==> src/rtl/pa_interchange_pkg.sv <==
// Shared types and constants for the privacy-amplification interchange
// permutation control path.
package pa_interchange_pkg;

  localparam int LEN_W      = 13;
  localparam int ADDR_W     = 12;
  localparam int STAGE_W    = 4;
  localparam int CC_W       = STAGE_W + ADDR_W;
  localparam int MAX_STAGES = 4;
  localparam int MAX_LEN    = 4096;

  typedef enum logic [1:0] {
    ST_IDLE,
    ST_RUN,
    ST_DRAIN,
    ST_DONE
  } seq_state_t;

  function automatic logic cfg_legal(input logic [LEN_W-1:0] len,
                                     input logic [2:0]       stages);
    return (len != '0) && (len <= LEN_W'(MAX_LEN)) &&
           (stages != '0) && (stages <= 3'(MAX_STAGES));
  endfunction

  // Interchange expects the stage in the upper field, beat address below.
  function automatic logic [CC_W-1:0] pack_cycle_count(input logic [STAGE_W-1:0] stage,
                                                       input logic [ADDR_W-1:0]  addr);
    return {stage, addr};
  endfunction

endpackage

==> src/rtl/interchange_beat_counter.sv <==
// Beat address and stage counters with the latched run configuration and
// terminal flags used by the sequencer FSM.
module interchange_beat_counter
  import pa_interchange_pkg::*;
(
  input  logic               clk,
  input  logic               reset,
  input  logic               clear,
  input  logic               load,
  input  logic [LEN_W-1:0]   load_len,
  input  logic [2:0]         load_stages,
  input  logic               adv,
  input  logic               stage_adv,
  output logic [ADDR_W-1:0]  addr,
  output logic [STAGE_W-1:0] stage,
  output logic               last_beat,
  output logic               last_stage
);

  logic [ADDR_W-1:0]  addr_q;
  logic [STAGE_W-1:0] stage_q;
  logic [ADDR_W-1:0]  len_m1_q;
  logic [STAGE_W-1:0] stages_m1_q;

  assign last_beat  = (addr_q == len_m1_q);
  assign last_stage = (stage_q == stages_m1_q);
  assign addr       = addr_q;
  assign stage      = stage_q;

  // NOTE: every register here, configuration included, is reset asynchronously
  // so the block is fully defined the instant reset asserts; state updates use
  // non-blocking assignments so all flops sample pre-edge values together.
  always_ff @(posedge clk or posedge reset) begin
    if (reset) begin
      addr_q      <= '0;
      stage_q     <= '0;
      len_m1_q    <= '0;
      stages_m1_q <= '0;
    end else if (clear) begin
      addr_q      <= '0;
      stage_q     <= '0;
      len_m1_q    <= '0;
      stages_m1_q <= '0;
    end else if (load) begin
      addr_q      <= '0;
      stage_q     <= '0;
      // Legal lengths are 1..4096, so len-1 always fits the address width.
      len_m1_q    <= ADDR_W'(load_len - LEN_W'(1));
      stages_m1_q <= STAGE_W'(load_stages) - STAGE_W'(1);
    end else begin
      if (adv)       addr_q  <= last_beat ? '0 : addr_q + ADDR_W'(1);
      if (stage_adv) stage_q <= stage_q + STAGE_W'(1);
    end
  end

endmodule

==> src/rtl/interchange_sequencer.sv <==
// Sequences read / interchange / in-place write-back of every beat over a
// configurable number of permutation stages in the 16-bank memory.
module interchange_sequencer
  import pa_interchange_pkg::*;
(
  input  logic              clk,
  input  logic              reset,
  input  logic              start,
  input  logic              abort,
  input  logic [LEN_W-1:0]  cfg_len,
  input  logic [2:0]        cfg_stages,
  output logic              rd_req,
  input  logic              rd_gnt,
  output logic [ADDR_W-1:0] rd_addr,
  output logic [15:0]       cycle_count,
  output logic              ic_valid,
  output logic              wr_en,
  output logic [ADDR_W-1:0] wr_addr,
  output logic              busy,
  output logic              done,
  output logic              cfg_err
);

  seq_state_t         state_q, state_d;
  logic               legal;
  logic               accept;
  logic               issue;
  logic               stage_adv;
  logic               drain_exit;
  logic [ADDR_W-1:0]  addr;
  logic [STAGE_W-1:0] stage;
  logic               last_beat;
  logic               last_stage;

  logic               v1_q, v2_q;
  logic [CC_W-1:0]    cc1_q;
  logic [ADDR_W-1:0]  wr_addr_q;

  assign legal  = cfg_legal(cfg_len, cfg_stages);
  assign accept = (state_q == ST_IDLE) && start && !abort && legal;
  assign issue  = rd_req && rd_gnt;

  // The beat in v2 is written at the end of this cycle, so once v1 is empty
  // the next stage may read in the following cycle without seeing stale data.
  assign drain_exit = (state_q == ST_DRAIN) && !v1_q;
  assign stage_adv  = drain_exit && !last_stage && !abort;

  interchange_beat_counter u_beat_counter (
    .clk         (clk),
    .reset       (reset),
    .clear       (abort),
    .load        (accept),
    .load_len    (cfg_len),
    .load_stages (cfg_stages),
    .adv         (issue),
    .stage_adv   (stage_adv),
    .addr        (addr),
    .stage       (stage),
    .last_beat   (last_beat),
    .last_stage  (last_stage)
  );

  always_ff @(posedge clk or posedge reset) begin
    if (reset) state_q <= ST_IDLE;
    else       state_q <= state_d;
  end

  // NOTE: state_d gets a default before the case so no path leaves it
  // unassigned and no latch is inferred.
  always_comb begin
    state_d = state_q;
    if (abort) begin
      state_d = ST_IDLE;
    end else begin
      unique case (state_q)
        ST_IDLE:  if (accept) state_d = ST_RUN;
        ST_RUN:   if (issue && last_beat) state_d = ST_DRAIN;
        ST_DRAIN: if (drain_exit) state_d = last_stage ? ST_DONE : ST_RUN;
        ST_DONE:  state_d = ST_IDLE;
        default:  state_d = ST_IDLE;
      endcase
    end
  end

  always_comb begin
    rd_req  = (state_q == ST_RUN);
    busy    = (state_q == ST_RUN) || (state_q == ST_DRAIN);
    done    = (state_q == ST_DONE);
    cfg_err = (state_q == ST_IDLE) && start && !abort && !legal;
  end

  // Read data returns one cycle after grant; the interchange adds one more.
  always_ff @(posedge clk or posedge reset) begin
    if (reset) begin
      v1_q      <= 1'b0;
      v2_q      <= 1'b0;
      cc1_q     <= '0;
      wr_addr_q <= '0;
    end else if (abort) begin
      v1_q      <= 1'b0;
      v2_q      <= 1'b0;
      cc1_q     <= '0;
      wr_addr_q <= '0;
    end else begin
      v1_q <= issue;
      v2_q <= v1_q;
      if (issue) cc1_q     <= pack_cycle_count(stage, addr);
      if (v1_q)  wr_addr_q <= cc1_q[ADDR_W-1:0];
    end
  end

  assign rd_addr     = addr;
  assign cycle_count = cc1_q;
  assign ic_valid    = v1_q;
  assign wr_en       = v2_q;
  assign wr_addr     = wr_addr_q;

endmodule
==> config.mk <==
export PLATFORM = sky130hd
export DESIGN_NAME = interchange_sequencer
export DESIGN_NICKNAME = d
export VERILOG_FILES = /design/src/rtl/pa_interchange_pkg.sv /design/src/rtl/interchange_beat_counter.sv /design/src/rtl/interchange_sequencer.sv
export SDC_FILE = /design/constraint.sdc
export NUM_CORES = 1
export LEC_CHECK = 0
export ABC_AREA = 1
export CAP_MARGIN = 20
export CORE_UTILIZATION = 43
export CTS_BUF_LIST = sky130_fd_sc_hd__clkbuf_8
export DETAILED_ROUTE_END_ITERATION = 10
export PLACE_DENSITY = 0.64
export SYNTH_ARGS = -nofsm -noshare
export SYNTH_HDL_FRONTEND = slang
export SYNTH_HIERARCHICAL = 1
export SYNTH_SLANG_ARGS = --single-unit
==> constraint.sdc <==
create_clock -name clk -period 4.4 [get_ports clk]
set_clock_uncertainty 0.1 [all_clocks]
set_input_delay 0.66 -clock clk [delete_from_list [all_inputs] [get_ports clk]]
set_output_delay 0.66 -clock clk [all_outputs]
set_load 0.01 [all_outputs]
==> summary.txt <==
status - completed
clock root cell - clkbuf_8
synth warn - 6
drt pass-1 iters - 4
Reg area - 0.00160 mm²
number of synthesized flops with an enable pin - 0
mapped cell area - 0.00355 mm²
sequential fraction of the synthesis area - 0.452
Fmax - 0.323 GHz
antenna violations before repair - 0
Slew HR - 0.467
die width - 92.8 µm
Routed Antenna Nets - 0
Syn Area/Cell - 8.21 µm²
Synth area leaders - dfrtp_1, nand2_1, inv_1
cell taking the most area after synthesis - dfrtp_1
CTS Hold Bufs - 0
fillers - 778
area occupied by multi-input gates - 0.00161 mm²
WHS Endpoint - cycle_count[15]$_DFFE_PP0P_
post-DR wirelength/cell - 13.3 µm
# setup viols final - 0
Max Buffers Root-to-Sink - 2
commonest cells after routing, fill and taps aside - nand2_1, clkdlybuf4s50_1, dfrtp_1, inv_1, nand3_1
Die Height - 92.8 µm
VDD IR max - 0.000129 V
Starting Density - 0.452
highest fanout seen on the critical path - 10
Most used DFF post-synth - dfrtp_1
R2R Path Start - state_q[0]$_DFFE_PP0P_
commonest non-fill, non-tap cell in the layout - nand2_1
Worst Setup Path Type - input port to output port
1st-iter DRT viols - 203
# rows - 32
I/O Pins - 67
share of layout cells above drive strength 1 - 0.130
Async SR Flop Fraction - 1.00
Fin. Hold Viols - 0
Least-Margin Pin Slew - 791 ps
most frequent CP cell - clkdlybuf4s50_1
setup TNS - 0 ps
PD cells - 311 mW/mm²
synthesis-to-finish area growth - 26.0%
Worst Hold Class - flip-flop to flip-flop
unrepaired setup endpoints after global routing - false
hold depth - 2
CP max stage delay - 690 ps
post_cts resized - 0
share of the synthesized area in the top cell type - 0.452
clock slew at reported path FFs - 70 ps
Tcrit/Tclk final - 0.704
Critical Path Start Type - input port
Ant. Diodes - 0
Num CTS Buffers - 9
placed inst area - 0.00428 mm²
Post-Layout Inst Area - 0.00447 mm²
Arr. time, crit path - 2340 ps
H-tree Lvls - 3
syn_nets - 461
Yosys reg bits - 64
vias in the first global route - 2899
Leakage - 1.98 nW
# DRC - 0
gr usage total - 0.205
HPWL after DPL - 6190 µm
Critical Path RT - 3640 ps
Sink Count - 64
synth unique cells - 41
vias per cell - 4.99
placed cell count - 592
first-pass GRT wire length - 13900 µm
GR Overflow Total - 0
largest net degree at the start of global routing - 33
WL final - 8090 µm
Slowest-stage cell, CP - clkdlybuf4s50_1
worst hold slack - 410 ps
FF-to-FF setup slack - 2030 ps
CP Capture Type - output port
max_cap viols - 0
port bufs - 66
CP cell instances - clkdlybuf4s50_1, nor2_1, nand2_1, inv_1, clkdlybuf4s50_1
fin crit period - 3100 ps
HP Start - cycle_count[15]$_DFFE_PP0P_
fin nets - 530
Worst-Skew Late Latency - 340 ps
DIE AREA - 0.00861 mm²
RR Endpoint - u_beat_counter/addr[2]$_DFFE_PP0P_
Core ar. - 0.00785 mm²
Layout Cells excl Fill - 608
Worst R2R Path Depth - 12
setup bufs post-CTS - 0
RD Place Congestion - 0.829
max-slew violation count - 0
TritonCTS clock tree - done
synthesized instance count - 432
Vias - 3036
==> worst max-delay path by stage <==
stage | startpoint | to | slack [ps] | cells after the start
after floorplan | cfg_len[7] | u_beat_counter/stages_m1_q[3]$_DFFE_PP0P_ | 2340 | 13
after global placement | cfg_len[5] | cfg_err | 1330 | 9
after detailed placement | abort | u_beat_counter/addr[2]$_DFFE_PP0P_ | 1260 | 10
after CTS | abort | cfg_err | 1280 | 5
after global routing | cfg_len[5] | cfg_err | 1180 | 9
final | abort | cfg_err | 1300 | 5
==> routing by layer <==
| layer | vias to the layer above | track usage | part of all wire | wire length (µm) |
|---|---|---|---|---|
| met5 | - | 0 | 0 | 0 |
| met4 | 0 | 0.0667 | 0.0080 | 65 |
| met3 | 5 | 0.0411 | 0.048 | 388 |
| met2 | 83 | 0.326 | 0.47 | 3790 |
| met1 | 1421 | 0.281 | 0.48 | 3850 |
| li1 | 1527 | - | - | - |
==> sequential cells by signal, summed over array words and instances (netlist names) <==
register / flops
u_beat_counter/stages_m1_q: 4
cycle_count: 16
ic_valid: 1
wr_en: 1
wr_addr: 12
u_beat_counter/len_m1_q: 12
u_beat_counter/addr: 12
u_beat_counter/stage: 4
state_q: 2
==> final cells by class <==
class,count,share of cell area
timing repair buffer,69,0.153
clock buffer,9,0.0277
sequential,64,0.358
clock inverter,7,0.0143
inverter,66,0.0571
tap,102,0.0286
multi-input combinational,291,0.361
==> worst max-delay path: cells and delay by family <==
| family | cells | cell delay [ps] |
|---|---|---|
| buffers and inverters | 3 | 1270 |
| AND/OR/NAND/NOR | 2 | 400 |
==> kinds of logic after synthesis <==
logic type / synth area share
AO/OA/AOI/OAI: 0.121
adder cells (fa/ha/maj): 0.0282
flip-flops: 0.452
XOR/XNOR: 0.0392
AND/OR/NAND/NOR: 0.267
buffers and inverters: 0.0935
==> report_power, final <==
group / switching, mW / internal [mW]
Sequential: 0.0163 / 0.603
Combinational: 0.183 / 0.105
Clock: 0.228 / 0.256
Total: 0.427 / 0.964
==> cells in the mapped netlist, types with 7 or more instances <==
| library cell | number |
|---|---|
| dfrtp_1 | 64 |
| inv_2 | 8 |
| nand2_2 | 7 |
| o21ai_1 | 24 |
| xnor2_1 | 10 |
| ha_1 | 8 |
| inv_1 | 54 |
| nor2_1 | 19 |
| nand2_1 | 104 |
| nand4_1 | 11 |
| o21ai_0 | 20 |
| nor2_2 | 10 |
| a21oi_2 | 7 |
| a21oi_1 | 11 |
| nand3_1 | 32 |
==> stage by stage <==
| step | power [mW] | util | setup slack (ps) |
|---|---|---|---|
| floorplan | 0.824 | - | 2340 |
| global placement | 0.917 | 0.545 | 1330 |
| CTS | 1.41 | 0.569 | 1280 |
| finish | 1.39 | 0.569 | 1300 |
| detailed placement | 0.919 | 0.545 | 1260 |
| global route | 1.47 | 0.569 | 1180 |
No activity file was read; power rests on OpenSTA's default activity.
